$ cat src/rtl/float_to_int_if.sv
// Handshake bundle for the float_to_int converter.
// The master side is the producer/consumer; the slave side is the converter.
interface float_to_int_if;
    logic        in_valid;
    logic        in_ready;
    logic [15:0] in_data;
    logic        out_valid;
    logic        out_ready;
    logic [15:0] out_data;
    logic        out_ovf;
    logic        busy;

    modport master (
        output in_valid, in_data, out_ready,
        input  in_ready, out_valid, out_data, out_ovf, busy
    );

    modport slave (
        input  in_valid, in_data, out_ready,
        output in_ready, out_valid, out_data, out_ovf, busy
    );
endinterface

$ cat src/rtl/float_to_int.sv
// 16-bit float to int16 converter, round toward zero, one shift per cycle.
// Define FTOI_SATURATE_EN to saturate non-NaN overflow instead of returning zero.
module float_to_int #(
    parameter int EXP_BIAS  = 127,
    parameter int FRAC_BITS = 7
) (
    input logic           clk,
    input logic           reset,
    float_to_int_if.slave bus
);
    localparam int W     = 16;
    localparam int EXP_W = W - 1 - FRAC_BITS;

    typedef enum logic [1:0] {
        S_IDLE  = 2'd0,
        S_SHIFT = 2'd1,
        S_FIX   = 2'd2,
        S_DONE  = 2'd3
    } state_t;

    state_t r_state;
    state_t w_next;

    logic [W-1:0] r_sh;
    logic [3:0]   r_cnt;
    logic         r_dir;
    logic         r_sign;
    logic [W-1:0] r_data;
    logic         r_ovf;

    logic                 w_sign;
    logic [EXP_W-1:0]     w_exp;
    logic [FRAC_BITS-1:0] w_trail;
    logic signed [31:0]   w_e;
    logic                 w_nan;
    logic                 w_over;
    logic                 w_zero;
    logic                 w_norm;
    logic [3:0]           w_cnt;
    logic [W-1:0]         w_sat;

    assign w_sign  = bus.in_data[W-1];
    assign w_exp   = bus.in_data[W-2:FRAC_BITS];
    assign w_trail = bus.in_data[FRAC_BITS-1:0];
    assign w_e     = $signed(32'(w_exp)) - EXP_BIAS;

    // Mutually exclusive classes; only -2^15 survives at the top exponent.
    assign w_nan  = (&w_exp) && (|w_trail);
    assign w_over = !w_nan && ((w_e > W - 1) ||
                    ((w_e == W - 1) && !(w_sign && (w_trail == '0))));
    assign w_zero = !w_nan && !w_over && ((w_exp == '0) || (w_e < 0));
    assign w_norm = !w_nan && !w_over && !w_zero;

    assign w_cnt = (w_e >= FRAC_BITS) ? 4'(w_e - FRAC_BITS)
                                      : 4'(FRAC_BITS - w_e);

`ifdef FTOI_SATURATE_EN
    assign w_sat = w_sign ? 16'h8000 : 16'h7FFF;
`else
    assign w_sat = 16'h0000;
`endif

    always_ff @(posedge clk) begin
        if (reset) r_state <= S_IDLE;
        else       r_state <= w_next;
    end

    always_comb begin
        w_next = r_state;
        unique case (r_state)
            S_IDLE:  if (bus.in_valid) w_next = w_norm ? S_SHIFT : S_DONE;
            S_SHIFT: if (r_cnt == '0)  w_next = S_FIX;
            S_FIX:   w_next = S_DONE;
            S_DONE:  if (bus.out_ready) w_next = S_IDLE;
            default: w_next = S_IDLE;
        endcase
    end

    always_comb begin
        bus.in_ready  = (r_state == S_IDLE);
        bus.out_valid = (r_state == S_DONE);
        bus.busy      = (r_state != S_IDLE);
        bus.out_data  = r_data;
        bus.out_ovf   = r_ovf;
    end

    always_ff @(posedge clk) begin
        if (reset) begin
            r_sh   <= '0;
            r_cnt  <= '0;
            r_dir  <= 1'b0;
            r_sign <= 1'b0;
            r_data <= '0;
            r_ovf  <= 1'b0;
        end else begin
            unique case (r_state)
                S_IDLE: begin
                    if (bus.in_valid) begin
                        r_sign <= w_sign;
                        r_sh   <= W'({1'b1, w_trail});
                        r_cnt  <= w_cnt;
                        r_dir  <= (w_e >= FRAC_BITS);
                        unique case (1'b1)
                            w_nan:  begin r_data <= '0;    r_ovf <= 1'b1; end
                            w_over: begin r_data <= w_sat; r_ovf <= 1'b1; end
                            w_zero: begin r_data <= '0;    r_ovf <= 1'b0; end
                            w_norm: ;
                        endcase
                    end
                end
                S_SHIFT: begin
                    if (r_cnt != '0) begin
                        r_sh  <= r_dir ? (r_sh << 1) : (r_sh >> 1);
                        r_cnt <= r_cnt - 4'd1;
                    end
                end
                S_FIX: begin
                    r_data <= r_sign ? (~r_sh + 16'd1) : r_sh;
                    r_ovf  <= 1'b0;
                end
                default: ;
            endcase
        end
    end
endmodule

$ cat src/flat_wrapper.sv
// flat-port wrapper written by rule: the top's interface ports become plain ports
module float_to_int_flat 
#(
    parameter int EXP_BIAS  = 127,
    parameter int FRAC_BITS = 7
)
  (clk, reset, bus_in_valid, bus_in_data, bus_out_ready, bus_in_ready, bus_out_valid, bus_out_data, bus_out_ovf, bus_busy);
  float_to_int_if bus_i ();
  input logic clk;
  input logic reset;
  input wire logic [$bits(bus_i.in_valid)-1:0] bus_in_valid;
  input wire logic [$bits(bus_i.in_data)-1:0] bus_in_data;
  input wire logic [$bits(bus_i.out_ready)-1:0] bus_out_ready;
  output wire logic [$bits(bus_i.in_ready)-1:0] bus_in_ready;
  output wire logic [$bits(bus_i.out_valid)-1:0] bus_out_valid;
  output wire logic [$bits(bus_i.out_data)-1:0] bus_out_data;
  output wire logic [$bits(bus_i.out_ovf)-1:0] bus_out_ovf;
  output wire logic [$bits(bus_i.busy)-1:0] bus_busy;
  assign bus_i.in_valid = bus_in_valid;
  assign bus_i.in_data = bus_in_data;
  assign bus_i.out_ready = bus_out_ready;
  assign bus_in_ready = bus_i.in_ready;
  assign bus_out_valid = bus_i.out_valid;
  assign bus_out_data = bus_i.out_data;
  assign bus_out_ovf = bus_i.out_ovf;
  assign bus_busy = bus_i.busy;
  float_to_int #(.EXP_BIAS(EXP_BIAS), .FRAC_BITS(FRAC_BITS)) u_core (.clk(clk), .reset(reset), .bus(bus_i));
endmodule
$ cat config.mk
export PLATFORM = sky130hd
export DESIGN_NAME = float_to_int_flat
export DESIGN_NICKNAME = d
export VERILOG_FILES = /design/src/rtl/float_to_int_if.sv /design/src/rtl/float_to_int.sv /design/src/flat_wrapper.sv
export SDC_FILE = /design/constraint.sdc
export NUM_CORES = 1
export LEC_CHECK = 0
export ABC_AREA = 1
export CAP_MARGIN = 20
export CORE_ASPECT_RATIO = 0.5
export CORE_MARGIN = 2
export CORE_UTILIZATION = 35
export DETAILED_ROUTE_END_ITERATION = 7
export PLACE_DENSITY = 0.54
export SLEW_MARGIN = 20
export SYNTH_ARGS = -nofsm -noshare
export SYNTH_HDL_FRONTEND = slang
export SYNTH_SLANG_ARGS = --single-unit
$ cat constraint.sdc
create_clock -name clk -period 2.7 [get_ports clk]
set_clock_uncertainty 0.15 [all_clocks]
set_input_delay 0.405 -clock clk [delete_from_list [all_inputs] [get_ports clk]]
set_output_delay 0.405 -clock clk [all_outputs]
set_load 0.005 [all_outputs]
==> reports/results.env <==
POST_ROUTE_MINIMUM_PERIOD_NS=2.437
POST_DRT_VIA_CELL_RATIO=4.813
WORST_EP_REQUIRED_TIME_NS=2.73
NETSWITCHINGPOWER_uW=1611
DR.PASS1.ITERS=4
WORSTPATHARRIVAL_NS=2.46
NUM_IO_PINS=40
CRIT-REG2REG-LAUNCH='u_core.r_state[1]$_SDFFE_PP0P_'
CHIPHEIGHT_UM=66.67
CTS_TREE='yes'
SYNTHCELLS=445
NUM_ANTENNA_CELLS=0
SEQ_AREA_FRAC_SYNTH_PCT=29.86
GRT_FIRST_PASS_WIRELENGTH_UM=11740
HOLD-PATH-CELL-COUNT=2
TIMING.FINAL.HOLD_VIOLATIONS=0
AREA.GROWTH.SYNTH_TO_FINAL_PCT=25.44
CRIT_FANOUT=21
POST_SYNTH_NUM_CELL_TYPES=30
TOTALWIRELENGTH_UM=7070
PLACED_CELLS=587
TIMING.HOLD.WORST.START='u_core.r_cnt[1]$_SDFFE_PP0P_'
ANTENNA_VIOLATIONS_BEFORE_REPAIR=0
TIMING.RR.END='u_core.r_sh[15]$_SDFFE_PP0P_'
SEQUENTIALPOWERSHARE_PCT=28.1
PORTBUFFERS=39
POST_CTS_RESIZE_COUNT=0
TIMING.REG2REG.SETUP_SLACK_NS=0.42
CLK_TRANSITION_REPORTED_PATHS_NS=0.06
ROOT_BUFFER='clkbuf_16'
FINAL_COMMON_CELL='nand2_1'
CP-END-KIND='flip-flop'
MAX-CLOCK-PATH-BUFFERS=2
MAX_RAIL_DROP_VDD_V=0.0003239
SYNTHFLOPTYPE='dfxtp_1'
MOST-COMMON-LAYOUT-CELLS='92 x nand2_1, 61 x inv_1, 58 x nor2_1'
SYNTH_ASYNC_SR_FLOP_SHARE_PCT=0
CP-START-KIND='input port'
FINALWEIGHTEDCONGESTION=0.7860
YS_FF_LATCH=41
FIRST_GLOBAL_VIAS=2413
SYNTH_EDF_COUNT=0
CTS_MADE_BUFFERS=5
FILLER_CELL_COUNT=805
RUN_STATUS='complete, no violations'
CORE_AREA_UM2=7460
REGISTER_AREA_UM2=820.8
HOLD_PATH_CLASS='reg -> reg'
PLACEMENT_ROWS=22
CLOCK_LATENCY_NS=0.28
PLACE_HPWL_UM=5263
DIE_WIDTH_UM=129.3
PROPORTION_OF_LAYOUT_CELLS_WITH_A_DRIVE_SUFFIX_ABOVE_1_PCT=7.187
ANTENNA_VIOLATING_NETS_POST_ROUTE=0
CLOCK-SINKS=41
FINISH.NET_COUNT=515
GLOBAL_ROUTE_USAGE_OVER_ALL_LAYERS_PCT=17.28
CLK_NETWORK_PWR_SHARE_PCT=16.9
COMBINATIONALPOWERSHARE_PCT=55.1
GRT_MAX_DEGREE=30
HOLDBUFCOUNTCTS=0
WL_PER_CELL_UM=11.88
INITIAL_UTILIZATION_PCT=36.85
LAYOUTNONFILLERINSTCOUNT=595
DETAIL_ROUTE.ITER0.VIOLATIONS=80
SYN-CELL-AREA_UM2=2749
MAXCLOCKFREQUENCY_GHz=0.4104
POWER.SWITCHING_FRACTION_PCT=43.23
HTREEDEPTH=2
HOLD_PATH_END='u_core.r_cnt[1]$_SDFFE_PP0P_'
SLEW_HEADROOM_PCT=62.94
YOSYSWARNINGCOUNT=0
FF2FF_PATH_DEPTH=8
NUMBER_OF_SLEW_LIMIT_VIOLATIONS_IN_THE_FINAL_REPORT=0
POWER_uW=3726
SETUP-VIOLATIONS-FINAL=0
REMAINING_OVERFLOW_GRT=0
POST-CTS-SETUP-BUFFERS=0
TOTAL_LEAKAGE_POWER_uW=0.001577
MAPPEDNETLISTNETS=474
TIMING_WORST_SETUP_PATH_TYPE='in -> reg'
SYNTH_AREA_PER_CELL_UM2=6.177
MULTI_INPUT_LOGIC_AREA_UM2=1592
MIN_PERIOD_OVER_PERIOD_PCT=90.25
CELLINTERNALPOWER_uW=2115
TIGHTESTPINTRANSITION_NS=0.5552
DRCVIOLATIONCOUNT=0
MAX_CAP_VIOL_COUNT=0
GRT_SETUP_UNREPAIRED='no'
FINALCOREUTILIZATION_PCT=46.23
VIA_COUNT=2864
DIE_AREA_UM2=8622
POWER-PER-CELL-AREA_nW_PER_UM2=1081
## synthesized netlist by cell type (3+ instances only)
| library cell | instances | area [um^2] |
|---|---|---|
| nand2_1 | 92 | 345.3 |
| inv_1 | 61 | 229.0 |
| nor2_1 | 58 | 217.7 |
| a21oi_1 | 43 | 215.2 |
| dfxtp_1 | 41 | 820.8 |
| nand3_1 | 39 | 195.2 |
| o21ai_0 | 27 | 135.1 |
| clkbuf_1 | 16 | 60.06 |
| nor3_1 | 12 | 60.06 |
| a211oi_1 | 9 | 67.56 |
| ha_1 | 9 | 112.6 |
| a221oi_1 | 6 | 52.55 |
| a31oi_1 | 4 | 25.02 |
| nand2_2 | 4 | 25.02 |
| buf_6 | 3 | 33.78 |
| nor2_2 | 3 | 18.77 |
## flip-flops by register name (all words and copies together), names as in the netlist
| name | flops |
|---|---|
| u_core.r_state | 2 |
| u_core.bus.out_data | 16 |
| u_core.r_cnt | 4 |
| u_core.bus.out_ovf | 1 |
| u_core.r_dir | 1 |
| u_core.r_sign | 1 |
| u_core.r_sh | 16 |
## worst max-delay path by stage
stage | from | to | slack (ns) | depth (start not counted)
after floorplan | bus_in_data[7] | u_core.bus.out_data[1]$_SDFFE_PP0P_ | 0.70 | 14
after global placement | bus_in_data[8] | u_core.bus.out_data[0]$_SDFFE_PP0P_ | 0.01 | 13
after detailed placement | bus_in_data[7] | u_core.bus.out_data[9]$_SDFFE_PP0P_ | -0.03 | 14
after CTS | bus_in_data[7] | u_core.bus.out_data[9]$_SDFFE_PP0P_ | 0.26 | 14
after global routing | bus_in_data[7] | u_core.bus.out_data[9]$_SDFFE_PP0P_ | 0.05 | 15
final | bus_in_data[7] | u_core.bus.out_data[9]$_SDFFE_PP0P_ | 0.26 | 14
## final cells by class
type	count	share of cell area (%)
Clock buffer	7	4.427
Clock inverter	1	0.1451
Inverter	62	6.749
Multi-Input combinational cell	321	46.15
Sequential cell	41	23.80
Tap cell	108	3.919
Timing Repair Buffer	55	14.80
## metrics by stage
stage	setup TNS, ns	hold WS (ns)	worst slack, ns	instance area [um^2]
3_5_place_dp	-0.1311	0.3106	-0.02528	3291
6_report	0	0.3185	0.2631	3448
2_1_floorplan	0	0.2953	0.7028	2749
3_3_place_gp	0	0.3046	0.01029	3291
4_1_cts	0	0.3188	0.2604	3448
5_1_grt	0	0.3554	0.04835	3448
## critical path: stages
cell and delay, ns:
clkdlybuf4s50_1 0.52, inv_1 0.08, ha_1 0.29, inv_1 0.06, nor2_1 0.09, nand3_1 0.09, nor3_1 0.18, nand3_1 0.09
nand2_1 0.08, nand2_2 0.06, nand3_4 0.14, nand2_4 0.17, nor2_1 0.15, nor2_1 0.06
## cells by family (layout without fill, tap and decap cells)
family	count (synthesis)	count (layout)	synth area share, %
adders and majority gates	9	9	4.097
and+or+nand+nor	215	215	33.68
xor gates and xnor gates	3	3	0.9560
buffers and inverters	83	125	12.24
DFF	41	41	29.86
AOI/OAI and AO/OA	94	94	19.16
## power groups by stage
stage	Clock (uW)	Sequential (uW)	Combinational, uW
2_1_floorplan	0	1020	1430
4_1_cts	641	1040	2060
3_3_place_gp	0	1060	2040
6_report	629	1050	2050
5_1_grt	669	1090	2350
3_5_place_dp	0	1060	2050
## per-layer routing
layer  up-vias  GRT usage, %  wire length, um
met5         -             0                0
li1       1538             -                -
met4         0         3.804               52
met1      1258         25.48             3794
met2        62         25.53             2828
met3         6         3.695              395
Power figures use the tool's default switching activity.
